<file path="src/rtl/acc_stack_unit.sv">
// acc_stack_unit
//   WIDTH-bit accumulator with a valid/ready operation port and a DEPTH-entry
//   LIFO save stack for spilling and restoring the accumulator.
//   Single-cycle ops: LOAD, ADD, SUB, AND, XOR, PUSH, POP.
//   MUL is an unsigned shift-add that consumes one multiplier bit per cycle.
//
// Optional feature macro: ACC_SATURATE_EN
//   defined   : ADD/MUL clamp to all-ones on overflow, SUB clamps to zero on
//               borrow. carry is set the same way as in wrap mode.
//   undefined : every result wraps modulo 2^WIDTH.
//
// Ports
//   clk       in   clock, all state changes on the rising edge
//   rst       in   synchronous active-high reset
//   op_valid  in   operation request
//   op        in   3-bit opcode (LOAD ADD SUB AND XOR MUL PUSH POP)
//   data_in   in   WIDTH-bit operand
//   op_ready  out  unit can accept an op this cycle
//   data_out  out  accumulator value
//   carry     out  carry / borrow / multiply-overflow flag
//   zero      out  data_out == 0
//   stk_full  out  stack holds DEPTH entries
//   stk_empty out  stack holds no entries
//   err       out  sticky stack-misuse flag (cleared only by rst)
module acc_stack_unit #(
  parameter int WIDTH = 8,
  parameter int DEPTH = 4
) (
  input  logic             clk,
  input  logic             rst,
  input  logic             op_valid,
  input  logic [2:0]       op,
  input  logic [WIDTH-1:0] data_in,
  output logic             op_ready,
  output logic [WIDTH-1:0] data_out,
  output logic             carry,
  output logic             zero,
  output logic             stk_full,
  output logic             stk_empty,
  output logic             err
);

  localparam int SPW  = $clog2(DEPTH + 1);
  localparam int IDXW = (DEPTH > 1) ? $clog2(DEPTH) : 1;
  localparam int CW   = $clog2(WIDTH);

  localparam logic [2:0] OP_LOAD = 3'b000;
  localparam logic [2:0] OP_ADD  = 3'b001;
  localparam logic [2:0] OP_SUB  = 3'b010;
  localparam logic [2:0] OP_AND  = 3'b011;
  localparam logic [2:0] OP_XOR  = 3'b100;
  localparam logic [2:0] OP_MUL  = 3'b101;
  localparam logic [2:0] OP_PUSH = 3'b110;
  localparam logic [2:0] OP_POP  = 3'b111;

  typedef enum logic [0:0] {
    ST_IDLE = 1'b0,
    ST_MUL  = 1'b1
  } state_t;

  state_t               state_r, state_s;
  logic [WIDTH-1:0]     acc_r, acc_s;
  logic                 carry_r, carry_s;
  logic                 err_r, err_s;
  logic [SPW-1:0]       sp_r, sp_s;
  logic [WIDTH-1:0]     stack_r [DEPTH];

  // Multiplier working registers: the multiplicand shifts left while the
  // multiplier shifts right, so bit 0 of mplier_r is always the current bit.
  logic [2*WIDTH-1:0]   mcand_r, mcand_s;
  logic [WIDTH-1:0]     mplier_r, mplier_s;
  logic [2*WIDTH-1:0]   prod_r, prod_s;
  logic [CW-1:0]        cnt_r, cnt_s;

  logic [WIDTH:0]       sum_s;
  logic [WIDTH:0]       diff_s;
  logic [2*WIDTH-1:0]   partial_s;
  logic [WIDTH-1:0]     add_res_s;
  logic [WIDTH-1:0]     sub_res_s;
  logic [WIDTH-1:0]     mul_res_s;
  logic                 mul_hi_nz_s;
  logic [SPW-1:0]       sp_dec_s;
  logic                 push_we_s;
  logic [IDXW-1:0]      push_idx_s;
  logic [IDXW-1:0]      pop_idx_s;

  // Arithmetic helpers and the wrap / saturate result selection.
  always_comb begin
    sum_s       = {1'b0, acc_r} + {1'b0, data_in};
    diff_s      = {1'b0, acc_r} - {1'b0, data_in};
    partial_s   = prod_r + (mplier_r[0] ? mcand_r : {(2*WIDTH){1'b0}});
    mul_hi_nz_s = |partial_s[2*WIDTH-1:WIDTH];
    sp_dec_s    = sp_r - {{(SPW-1){1'b0}}, 1'b1};
    push_idx_s  = sp_r[IDXW-1:0];
    pop_idx_s   = sp_dec_s[IDXW-1:0];
`ifdef ACC_SATURATE_EN
    add_res_s = sum_s[WIDTH]  ? {WIDTH{1'b1}} : sum_s[WIDTH-1:0];
    sub_res_s = diff_s[WIDTH] ? {WIDTH{1'b0}} : diff_s[WIDTH-1:0];
    mul_res_s = mul_hi_nz_s   ? {WIDTH{1'b1}} : partial_s[WIDTH-1:0];
`else
    add_res_s = sum_s[WIDTH-1:0];
    sub_res_s = diff_s[WIDTH-1:0];
    mul_res_s = partial_s[WIDTH-1:0];
`endif
  end

  // Next-state and next-datapath decode for both FSM states.
  always_comb begin
    state_s   = state_r;
    acc_s     = acc_r;
    carry_s   = carry_r;
    err_s     = err_r;
    sp_s      = sp_r;
    mcand_s   = mcand_r;
    mplier_s  = mplier_r;
    prod_s    = prod_r;
    cnt_s     = cnt_r;
    push_we_s = 1'b0;
    case (state_r)
      ST_IDLE: begin
        if (op_valid) begin
          case (op)
            OP_LOAD: acc_s = data_in;
            OP_ADD: begin
              acc_s   = add_res_s;
              carry_s = sum_s[WIDTH];
            end
            OP_SUB: begin
              acc_s   = sub_res_s;
              carry_s = diff_s[WIDTH];
            end
            OP_AND: acc_s = acc_r & data_in;
            OP_XOR: acc_s = acc_r ^ data_in;
            OP_MUL: begin
              mcand_s  = {{WIDTH{1'b0}}, acc_r};
              mplier_s = data_in;
              prod_s   = {(2*WIDTH){1'b0}};
              cnt_s    = {CW{1'b0}};
              state_s  = ST_MUL;
            end
            OP_PUSH: begin
              if (sp_r == SPW'(DEPTH)) begin
                err_s = 1'b1;
              end else begin
                push_we_s = 1'b1;
                sp_s      = sp_r + {{(SPW-1){1'b0}}, 1'b1};
              end
            end
            OP_POP: begin
              if (sp_r == {SPW{1'b0}}) begin
                err_s = 1'b1;
              end else begin
                sp_s  = sp_dec_s;
                acc_s = stack_r[pop_idx_s];
              end
            end
            default: acc_s = acc_r;
          endcase
        end else begin
          state_s = ST_IDLE;
        end
      end
      ST_MUL: begin
        mcand_s  = mcand_r << 1;
        mplier_s = mplier_r >> 1;
        prod_s   = partial_s;
        cnt_s    = cnt_r + {{(CW-1){1'b0}}, 1'b1};
        // The last bit's partial sum is the full product, written directly.
        if (cnt_r == CW'(WIDTH - 1)) begin
          acc_s   = mul_res_s;
          carry_s = mul_hi_nz_s;
          state_s = ST_IDLE;
        end else begin
          state_s = ST_MUL;
        end
      end
      default: state_s = ST_IDLE;
    endcase
  end

  // FSM state register.
  always_ff @(posedge clk) begin
    if (rst) begin
      state_r <= ST_IDLE;
    end else begin
      state_r <= state_s;
    end
  end

  // Accumulator, flags, stack pointer and multiplier working registers.
  always_ff @(posedge clk) begin
    if (rst) begin
      acc_r    <= {WIDTH{1'b0}};
      carry_r  <= 1'b0;
      err_r    <= 1'b0;
      sp_r     <= {SPW{1'b0}};
      mcand_r  <= {(2*WIDTH){1'b0}};
      mplier_r <= {WIDTH{1'b0}};
      prod_r   <= {(2*WIDTH){1'b0}};
      cnt_r    <= {CW{1'b0}};
    end else begin
      acc_r    <= acc_s;
      carry_r  <= carry_s;
      err_r    <= err_s;
      sp_r     <= sp_s;
      mcand_r  <= mcand_s;
      mplier_r <= mplier_s;
      prod_r   <= prod_s;
      cnt_r    <= cnt_s;
    end
  end

  // Stack storage keeps its contents across reset; only sp_r is cleared.
  always_ff @(posedge clk) begin
    if (!rst && push_we_s) begin
      stack_r[push_idx_s] <= acc_r;
    end
  end

  assign op_ready  = (state_r == ST_IDLE);
  assign data_out  = acc_r;
  assign carry     = carry_r;
  assign err       = err_r;
  assign zero      = (acc_r == {WIDTH{1'b0}});
  assign stk_full  = (sp_r == SPW'(DEPTH));
  assign stk_empty = (sp_r == {SPW{1'b0}});

endmodule
</file>
<file path="config.mk">
export PLATFORM = sky130hd
export DESIGN_NAME = acc_stack_unit
export DESIGN_NICKNAME = d
export VERILOG_FILES = /design/src/rtl/acc_stack_unit.sv
export SDC_FILE = /design/constraint.sdc
export NUM_CORES = 1
export LEC_CHECK = 0
export BUFFER_PORTS_ARGS = -buffer_cell sky130_fd_sc_hd__clkbuf_2
export CAP_MARGIN = 25
export CORE_MARGIN = 2
export CORE_UTILIZATION = 62
export CTS_CLUSTER_SIZE = 25
export DETAILED_ROUTE_END_ITERATION = 7
export GPL_ROUTABILITY_DRIVEN = 0
export PLACE_DENSITY = 0.81
export SLEW_MARGIN = 20
export SYNTH_ARGS = -nofsm -noshare
export SYNTH_HDL_FRONTEND = slang
export SYNTH_SLANG_ARGS = --single-unit
</file>
<file path="constraint.sdc">
create_clock -name clk -period 3.5 [get_ports clk]
set_input_delay 1.05 -clock clk [delete_from_list [all_inputs] [get_ports clk]]
set_output_delay 1.05 -clock clk [all_outputs]
set_load 0.1 [all_outputs]
</file>
# == Yosys cells after proc, flatten, opt, wreduce, memory -nomap -nowiden ==
# Memories as Yosys holds them, arrays and structs flattened.
# Cells that the tools add are included.
# totals
in_bits,14
regBits,57
ram_bits,32
n_memories,1
# classes
n_bitwise,3
n_reduce_logical,12
muxes,38
n_eq_ne,19
addsub,6
# memory_table
name,depth,width,rd,rd_ports_with_merged_regs,wr,line,text
stack_r,4,8,1,0,1,66,logic [WIDTH-1:0] stack_r [DEPTH];
# op_table
operator,n
16-bit two-way mux,5
16-bit one-hot mux with 2 select lines,2
8-bit one-hot mux with 6 select lines,1
8-bit two-way mux,5
8-bit one-hot mux with 2 select lines,2
"3-bit equality test, second input constant",6
16-bit adder,1
1-bit two-way mux,13
3-bit two-way mux,4
3-bit one-hot mux with 2 select lines,2
"2-bit inequality test, second input constant",5
5-bit AND reduction,2
8-bit by 8-bit adder with 9-bit output,1
8-bit by 8-bit subtractor with 9-bit output,1
8-bit bitwise AND,1
8-bit zero test,1
1-bit one-hot mux with 2 select lines,4
8-bit OR reduction,1
8-bit bitwise XOR,1
"7-bit by 1-bit inequality test with 1-bit output, second input constant",1
"3-bit by 1-bit adder with 3-bit output, second input constant",2
"3-bit by 2-bit equality test with 1-bit output, second input constant",2
3-bit zero test,2
"2-bit by 1-bit inequality test with 1-bit output, second input constant",2
11 further kinds,11

# == Logic depth before layout (Yosys ltp) ==
# Gate-level depths: netlist (run 1).
# logic_depth
word_depth,8
depth_mapped,12

# == Least setup slack after synthesis (run 1) ==
# No wires, ideal clock.
# synth_timing
kind,register to output
startpoint,reg acc_r[1] (netlist: data_out[1])
endpoint,out zero
t_arrival_ns,2.644
setup_slack_ns,-0.194
path_stages_with_launch,3
required_ns,2.450
path_cell_list,dfxtp_1 -> or4_1 -> nor2_1
# synth_via
elab_chain_cells,1
# synth_lines
item,line,text
start: declaration,62,"logic [WIDTH-1:0] acc_r, acc_s;"
start signal: assignment,193,acc_r <= {WIDTH{1'b0}};
start signal: assignment,202,acc_r <= acc_s;
8-bit zero test,224,assign zero = (acc_r == {WIDTH{1'b0}});
end: declaration,37,"output logic zero,"
# Every way passes these cells.

# == Final worst setup path (run 1) ==
# layout_timing
startpoint,in data_in[0]
endpoint,reg carry_r (netlist: carry)
# layout_via
elab_chain_cells,4
# layout_lines
item,line,text
start: declaration,33,"input logic [WIDTH-1:0] data_in,"
8-bit by 8-bit subtractor with 9-bit output / 8-bit by 8-bit adder with 9-bit output (equally long branches),"90, 89",
1-bit one-hot mux with 2 select lines *,122,case (op)
1-bit two-way mux *,121,if (op_valid) begin
1-bit one-hot mux with 2 select lines *,119,case (state_r)
end signal: assignment,203,carry_r <= carry_s;
end: declaration,63,"logic carry_r, carry_s;"
# Every way passes the cells marked *; elsewhere a longest branch is shown, timed or not. The select of a mux whose other input is x is not followed.
# A chain may end at the register's enable or synchronous reset.

==> results.tsv, run 1 <==
metric	value	unit
status	finished, violations left	
violated checks	design-rule violations	
max incr delay on CP	0.40	ns
initial antenna violation count	0	
clock slew at reported path FFs	0.09	ns
DR vias	4702	
slew margin rel.	56.5	%
Die Ht	96.4	um
CP Cell Sequence	clkbuf_2, ha_1, inv_1, fa_1, a21o_1, a21o_1, a21o_1, a22o_1, o311ai_2, o211ai_1, a311oi_1, o31a_1	
TNS Setup	0	ns
width of the die	96.4	um
CTS hold repair buffers	0	
DR vias/cell	6.66	
pwr/cell area	391	nW/um2
Critical Path RT	3.82	ns
vias in the first global route	4362	
Max stage delay cell, worst path	fa_1	
Setup violations, final	0	
placed cell area	5590	um2
DR pass1 iterations	8	
core area	8260	um2
CTS resizes	0	
CTS Buffer Depth	2	
Sink Count	89	
Antenna diodes	0	
worst setup path start	data_in[0]	
number of cell rows	33	
post-synthesis adder-cell area fraction	10.4	%
Slew Limit Fails	0	
Synth Area in Simple Gates	17.3	%
number of distinct library cells after synthesis	66	
crit-path max FO	4	
Initial Util	64.1	%
buffer count from post-CTS setup fixing	0	
fmax	320	MHz
cell area after synthesis	5290	um2
RSZ-0062 raised after global routing	no	
Synth Instances	573	
Setup Crit Path Kind	primary input to flop	
Worst IR Drop VDD	194	uV
Critical R2R Launch	mplier_r[0]$_SDFFE_PP0P_	
Final period util	89.3	%
TritonCTS clock tree	yes	
mux cell area share after synthesis	4.19	%
Synth Area in Compound Gates	21.1	%
main combinational cell family by area after synthesis	compound AO/OA/AOI/OAI gates	
ratio of cells with drive above 1 in the final layout	13.1	%
ys async rst share	0	%
syn_area_per_cell	9.23	um2
Static Leak	2.32	nW
clock root buffer	clkbuf_8	
Die Area	9290	um2
Synthesized Nets	629	
Area Growth Syn to Fin	9.11	%
xor/xnor share of the synthesized area	3.15	%
gr ovfl total	0	
Final min period	3.12	ns
# IOs	28	
Final Routed Wirelength	13300	um
drt drc	1	
Overall Power	0.00225	W
Worst-Skew Late Latency	0.38	ns
H-tree depth	3	
register area	2100	um2
cell mode on critical path	a21o_1	
Seq/Total Area, Yosys	39.7	%
Hold Slack	0.468	ns
Crit. End Element	flop	
Synth Flop Type	dfxtp_1	
Finished Cell Area	5770	um2
largest net degree at the start of global routing	54	
MaxCap Viol Count	0	
ANT nets after route	0	
dpl hpwl	9510	um
area occupied by multi-input gates	2990	um2
Synth warnings	0	
EDFF count, synth	32	
Starting DRT DRC Count	522	
total global-route track usage	30.1	%
#FFs+latches synth	89	
crit path DAT	3.44	ns
first-pass GRT wire length	21300	um
Hold Path Origin	prod_r[7]$_SDFFE_PP0P_	
HP Class	flop to flop	
Startpoint Class	primary input	
critical path's top delay family	compound AO/OA/AOI/OAI gates	
Final Hold Vio Count	0	
Layout Skew	0.0121	ns
drt wl/cell	18.9	um
Fillers	656	
cts bufs inserted	9	
IO buf count	27	
Buf+Inv Stages, Crit Path	2	
nets@finish	652	
worst-margin pin slew	0.645	ns
==> state kept, by name (all words and copies together), names as in the netlist <==
signal,count
carry,1
cnt_r,3
data_out,8
err,1
mcand_r,16
mplier_r,8
prod_r,16
sp_r,3
stack_r,32
state_r,1
==> path summary, 6_finish.rpt <==
check             slack, ns  cells past startpoint                endpoint
setup / recovery       0.38                     12      carry$_SDFFE_PP0P_
hold / removal         0.47                      2  prod_r[7]$_SDFFE_PP0P_
setup reg to reg       0.41                     10      carry$_SDFFE_PP0P_
hold reg to reg        0.47                      2  prod_r[7]$_SDFFE_PP0P_
==> synth_stat cells (all sizes together), types with 3 or more instances <==
cell type | number | share of area, %
nor2 | 73 | 5.2
dfxtp | 57 | 22
nand2 | 42 | 3.0
ha | 39 | 9.2
a21oi | 38 | 3.7
edfxtp | 32 | 18
o21ai | 29 | 2.8
inv | 25 | 1.8
clkbuf | 23 | 1.6
a22oi | 21 | 3.0
and2 | 20 | 2.4
a222oi | 14 | 2.6
nand3 | 11 | 1.0
xnor2 | 11 | 1.8
a21o | 10 | 1.4
nor3 | 10 | 0.95
a31oi | 8 | 0.95
buf | 8 | 0.66
mux4 | 8 | 3.4
xor2 | 8 | 1.3
a211oi | 6 | 0.85
nor2b | 6 | 0.71
nor4 | 6 | 0.71
and3 | 4 | 0.47
nand2b | 4 | 0.47
fa | 3 | 1.1
mux2i | 3 | 0.57
nand4 | 3 | 0.35
nor3b | 3 | 0.43
o2111ai | 3 | 0.61
o22ai | 3 | 0.35
o311ai | 3 | 0.64
or2 | 3 | 0.35
or3 | 3 | 0.35
or4 | 3 | 0.43
==> cell families after synthesis <==
kind of cell	after synthesis
multiplexers	12
flip-flops	89
XOR/XNOR	19
buffers and inverters	57
adder cells (fa/ha/maj)	42
AND/OR/NAND/NOR	194
AO/OA/AOI/OAI	160
==> per-layer routing <==
| metal | global-route usage, % | part of all wire [%] | wire, um | vias up |
|---|---|---|---|---|
| li1 | - | - | - | 2175 |
| met5 | 0 | 0 | 0 | - |
| met2 | 48.0 | 47 | 6240 | 221 |
| met3 | 5.43 | 7.1 | 951 | 50 |
| met1 | 40.1 | 42 | 5600 | 2256 |
| met4 | 13.8 | 4.0 | 539 | 0 |
==> report_power, final <==
part	internal [W]	switching, W
registers	0.00109	0.0000229
clock network	0.000274	0.000416
logic	0.000141	0.000311
==> worst register-to-register path, delay by kind of cell (launching register included) <==
family | cells | cell delay (ns)
xor gates and xnor gates | 1 | 0.15
and+or+nand+nor | 1 | 0.24
DFF | 1 | 0.51
AOI/OAI and AO/OA | 6 | 1.43
adders and majority gates | 2 | 0.66
==> metrics by stage <==
stage	worst slack [ns]	std cells	util, %
2_1_floorplan	0.249	573	-
3_3_place_gp	0.129	690	67.7
3_5_place_dp	0.0242	690	67.7
4_1_cts	0.401	706	69.9
5_1_grt	0.235	706	69.9
6_report	0.376	706	69.9
==> final cells by class <==
cell class / count / area share (%)
Multi-Input combinational cell: 427 / 51.7
Sequential cell: 89 / 36.4
Timing Repair Buffer: 43 / 4.64
Tap cell: 105 / 2.28
Clock buffer: 9 / 2.15
Inverter: 26 / 1.69
Clock inverter: 7 / 1.06
==> cell usage in the layout (no fill, tap or decap), drive strengths merged, types with 4 or more instances in the layout <==
master   n
a222oi  14
a21o    10
mux4     8
nand2b   4
nand2   42
nor4     6
clkbuf  36
nor3    10
a21oi   38
nand3   11
inv     30
edfxtp  32
ha      39
buf     16
xor2     8
and3     4
a211oi   6
nor2b    6
nor2    73
and2    20
o21ai   29
a22oi   21
dfxtp   57
a31oi    8
xnor2   11
Power figures use the tool's default switching activity.
==> run 2: changes to the inputs <==
CORE_UTILIZATION = 64   (was 62)
CTS_BUF_LIST = sky130_fd_sc_hd__clkbuf_4 sky130_fd_sc_hd__clkbuf_8   (was not set)
PLACE_DENSITY = 0.83   (was 0.81)
==> run 2 against run 1 <==
The run now ends clean; routed wire length up 1.6%; global-route usage up 1.2 points; critical path depth unchanged; register-to-register slack worse by 0.04 ns; die area down 3.0%; worst hold slack better by 0.0026 ns; setup slack worse by 0.054 ns; sequential power about the same; first-iteration DRC count up 4.0%; via count down 0.70%; clock skew up 0.0072 ns; fmax down 1.7%; largest cell class unchanged; highest routed layer unchanged.
==> results.tsv, run 2 (same netlist as run 1, synthesis figures left out) <==
metric	value	unit
status	finished clean	
vias in the first global route	4322	
Setup Crit Path Kind	primary input to flop	
HP Class	flop to flop	
RR Endpoint	carry$_SDFFE_PP0P_	
dpl hpwl	9510	um
Overall Power	0.00227	W
drt drc	0	
Finished Cell Area	5730	um2
Crit. End Element	flop	
buffer count from post-CTS setup fixing	0	
Critical R2R Launch	mplier_r[0]$_SDFFE_PP0P_	
crit path DAT	3.50	ns
Starting DRT DRC Count	543	
met2 Use GR	50.8	%
cts bufs inserted	9	
TritonCTS clock tree	yes	
Slew Limit Fails	0	
clock root buffer	clkbuf_8	
width of the die	94.9	um
Cell Count, Final, Fillers Out	702	
clock slew at reported path FFs	0.09	ns
largest net degree at the start of global routing	54	
Initial Util	65.4	%
Area Growth Syn to Fin	8.35	%
drt wl/cell	19.3	um
GR met1 Demand/Resource	40.5	%
IO buf count	27	
DR vias	4669	
Setup violations, final	0	
met3 Use GR	4.23	%
first-pass GRT wire length	21500	um
Antenna diodes	0	
reg2reg path depth	10	
most frequent cells in the layout	nor2_1, dfxtp_1, nand2_1	
Hold Path Cell Cnt	2	
RSZ-0062 raised after global routing	no	
Worst-Skew Late Latency	0.38	ns
CTS resizes	0	
# IOs	28	
H-tree depth	3	
nets@finish	648	
ratio of cells with drive above 1 in the final layout	12.4	%
Die Ht	94.9	um
Most flops, register	stack_r	
MaxCap Viol Count	0	
Hold Path Origin	prod_r[7]$_SDFFE_PP0P_	
DR pass1 iterations	8	
post-placement cell count	686	
Final min period	3.18	ns
worst setup path start	data_in[0]	
max reg flops	32	
Final Routed Wirelength	13500	um
gr busiest metal	met2	
Final Hold Vio Count	0	
most common cell after layout, fill and taps aside	nor2_1	
hold path endpoint	prod_r[7]$_SDFFE_PP0P_	
Critical Path RT	3.82	ns
crit-path max FO	4	
Hold Slack	0.470	ns
Die Area	9010	um2
gr ovfl total	0	
reg2reg setup slack	0.37	ns
DR vias/cell	6.65	
core area	8090	um2
Startpoint Class	primary input	
number of cell rows	33	
Largest regs	stack_r: 32 flops, mcand_r: 16 flops, prod_r: 16 flops	
slew margin rel.	56.5	%
Sink Count	89	
pwr/cell area	395	nW/um2
CTS hold repair buffers	0	
Worst IR Drop VDD	273	uV
Final period util	90.8	%
fmax	315	MHz
Static Leak	2.30	nW
total global-route track usage	31.4	%
worst-margin pin slew	0.650	ns
ANT nets after route	0	
CTS Buffer Depth	2	
Layout Skew	0.0193	ns
initial antenna violation count	0	
placed cell area	5540	um2
## run 2: cell count changes in the layout (fill, tap and decap cells not counted), sizes merged
cell  before  now
buf       16   12
## run 2: cell type report
cell class | instances | area (um2)
clock buffers | 9 | 124
well taps | 105 | 131
clock inverters | 7 | 65.1
fillers | 622 | 2360
inverters | 26 | 97.6
multi-input cells | 427 | 2990
flip-flops and latches | 89 | 2100
repair buffers | 39 | 225
## run 2: metrics by stage
stage	util (%)	setup WS [ns]	TNS [ns]
floorplan	-	0.249	0
global placement	68.5	0.132	0
detailed placement	68.5	-0.0218	-0.0218
CTS	70.8	0.350	0
global route	70.8	0.186	0
finish	70.8	0.322	0
## run 2: routing by layer
metal  share of wire (%)  up-vias
met1                  40     2196
met3                 7.6       59
met5                   0        -
met4                 4.9        0
li1                    -     2158
met2                  47      256
## run 2: how the worst max path moves through the flow
stage | cells past startpoint | slack (ns) | to
3_5_place_dp | 12 | -0.02 | carry$_SDFFE_PP0P_
3_3_place_gp | 12 | 0.13 | carry$_SDFFE_PP0P_
6_report | 12 | 0.32 | carry$_SDFFE_PP0P_
5_1_grt | 10 | 0.19 | carry$_SDFFE_PP0P_
2_1_floorplan | 2 | 0.25 | zero
4_1_cts | 3 | 0.35 | zero
## run 2: critical path, cell delays in order
cell      delay [ns]
clkbuf_2        0.12
ha_1            0.17
inv_1           0.05
fa_1            0.40
a21o_1          0.18
a21o_1          0.20
a21o_1          0.20
a22o_1          0.22
o311ai_2        0.28
o211ai_1        0.16
a311oi_1        0.29
o31a_1          0.16
## run 2: power by group
part | leakage, nW | switching (W) | internal (W)
Sequential | 0.754 | 0.0000267 | 0.00109
Clock | 0.0947 | 0.000430 | 0.000277
Combinational | 1.45 | 0.000307 | 0.000135
Total | 2.30 | 0.000763 | 0.00150
==> run 3: changes to the inputs <==
BUFFER_PORTS_ARGS = not set   (was -buffer_cell sky130_fd_sc_hd__clkbuf_2)
CORE_UTILIZATION = 65   (was 64)
DONT_BUFFER_PORTS = 1   (was not set)
PLACE_DENSITY = 0.81   (was 0.83)
==> run 3 against run 2 <==
Highest routed layer unchanged; critical path depth down 8; critical path type is now flop to output pin; routed wire length decreased by 1.5%; fmax up 6.8%; via count is 1.4% lower; sequential share of layout area rose by 0.52 points; final cell count shrank 3.3%; clock skew shrank 0.0092 ns; clock power fell by 0.6%; first-iteration DRC count down 9.6%.
==> results.tsv, run 3 (same netlist as run 1, synthesis figures left out) <==
metric	value	unit
post-placement cell count	663	
pwr/cell area	394	nW/um2
number of cell rows	32	
ANT nets after route	0	
internal power	0.00150	W
vias in the first global route	4206	
initial antenna violation count	0	
width of the die	94.2	um
Critical R2R Launch	mplier_r[0]$_SDFFE_PP0P_	
Hold Path Cell Cnt	2	
Initial Util	67.8	%
DR vias	4603	
Final period util	85.0	%
largest net degree at the start of global routing	55	
crit-path max FO	8	
drt drc	0	
switching power	0.000728	W
Final Hold Vio Count	0	
reg2reg path depth	11	
HP Class	flop to flop	
Final Routed Wirelength	13300	um
Largest regs	stack_r: 32 flops, mcand_r: 16 flops, prod_r: 16 flops	
Comb power frac	18.1	%
H-tree depth	3	
slew margin rel.	31.1	%
clock power share	31.6	%
most common cell after layout, fill and taps aside	nor2_1	
reg2reg setup slack	0.55	ns
first-pass GRT wire length	21200	um
Worst-Skew Late Latency	0.38	ns
Hold Slack	0.466	ns
Area Growth Syn to Fin	6.84	%
# IOs	28	
max reg flops	32	
ratio of cells with drive above 1 in the final layout	9.36	%
Overall Power	0.00223	W
Setup violations, final	0	
Antenna diodes	0	
fmax	336	MHz
crit path DAT	1.93	ns
Startpoint Class	flop	
Setup Crit Path Kind	flop to output pin	
cell mode on critical path	buf_4	
buffer count from post-CTS setup fixing	0	
Max stage delay cell, worst path	or4_1	
CP Cell Sequence	buf_4, or4_1, nor2_2, buf_4	
switch share	32.7	%
nets@finish	628	
RSZ-0062 raised after global routing	no	
CTS hold repair buffers	0	
Die Area	8880	um2
Sink Count	89	
Critical Path RT	2.45	ns
Fillers	608	
core area	7810	um2
Starting DRT DRC Count	491	
Worst IR Drop VDD	209	uV
worst setup path start	data_out[0]$_SDFFE_PP0P_	
TNS Setup	0	ns
clock slew at reported path FFs	0.10	ns
Die Ht	94.2	um
Cell Count, Final, Fillers Out	679	
dpl hpwl	9390	um
Final min period	2.98	ns
TritonCTS clock tree	yes	
crit path to	zero	
Layout Skew	0.0101	ns
gr ovfl total	0	
status	finished clean	
most frequent cells in the layout	nor2_1, dfxtp_1, nand2_1	
final core utilization	72.4	%
cts bufs inserted	9	
DR vias/cell	6.78	
max incr delay on CP	0.46	ns
Seq pwr share	50.3	%
Crit. End Element	output pin	
CTS Buffer Depth	2	
MaxCap Viol Count	0	
IO buf count	0	
Slew Limit Fails	0	
Most flops, register	stack_r	
Static Leak	2.22	nW
CTS resizes	0	
RR Endpoint	carry$_SDFFE_PP0P_	
total global-route track usage	31.4	%
worst-margin pin slew	1.03	ns
DR pass1 iterations	8	
drt wl/cell	19.6	um
clock root buffer	clkbuf_8	
[run 3: worst min-delay path by stage]
| stage | from | endpoint |
|---|---|---|
| after global placement | prod_r[7]$_SDFFE_PP0P_ | prod_r[7]$_SDFFE_PP0P_ |
| final | prod_r[11]$_SDFFE_PP0P_ | prod_r[11]$_SDFFE_PP0P_ |
| after CTS | prod_r[11]$_SDFFE_PP0P_ | prod_r[11]$_SDFFE_PP0P_ |
| after global routing | prod_r[7]$_SDFFE_PP0P_ | prod_r[7]$_SDFFE_PP0P_ |
| after detailed placement | prod_r[11]$_SDFFE_PP0P_ | prod_r[11]$_SDFFE_PP0P_ |
| after floorplan | prod_r[11]$_SDFFE_PP0P_ | prod_r[11]$_SDFFE_PP0P_ |
[run 3: stage by stage]
stage / setup slack, ns / cell area [um2]
floorplan: 0.249 / 5290
global placement: 0.260 / 5460
detailed placement: 0.244 / 5460
CTS: 0.525 / 5650
global route: 0.287 / 5650
finish: 0.524 / 5650
[run 3: layout make-up]
class	count	area [um2]	area share [%]
multi-input combinational	427	2990	52.8
tap	102	128	2.26
inverter	26	97.6	1.73
timing repair buffer	19	143	2.52
clock buffer	9	124	2.19
sequential	89	2100	37.2
clock inverter	7	71.3	1.26
[run 3: worst max-delay path, delay by kind of cell (launching register included)]
kind / cells / cell delay (ns)
buf+inv: 2 / 0.58
flops: 1 / 0.35
simple gates: 2 / 0.62
[run 3: per-layer routing]
metal	vias up	share of wire, %	GRT usage (%)
li1	2121	-	-
met1	2167	38	39.0
met2	262	49	52.1
met3	53	8.9	6.66
met4	0	3.9	15.0
met5	-	0	0
[run 3: power groups by stage]
| stage | Combinational (W) | Clock, W | Sequential, W |
|---|---|---|---|
| 2_1_floorplan | 0.000258 | 0 | 0.00120 |
| 3_3_place_gp | 0.000385 | 0 | 0.00114 |
| 3_5_place_dp | 0.000393 | 0 | 0.00114 |
| 4_1_cts | 0.000397 | 0.000716 | 0.00112 |
| 5_1_grt | 0.000426 | 0.000750 | 0.00112 |
| 6_report | 0.000404 | 0.000703 | 0.00112 |
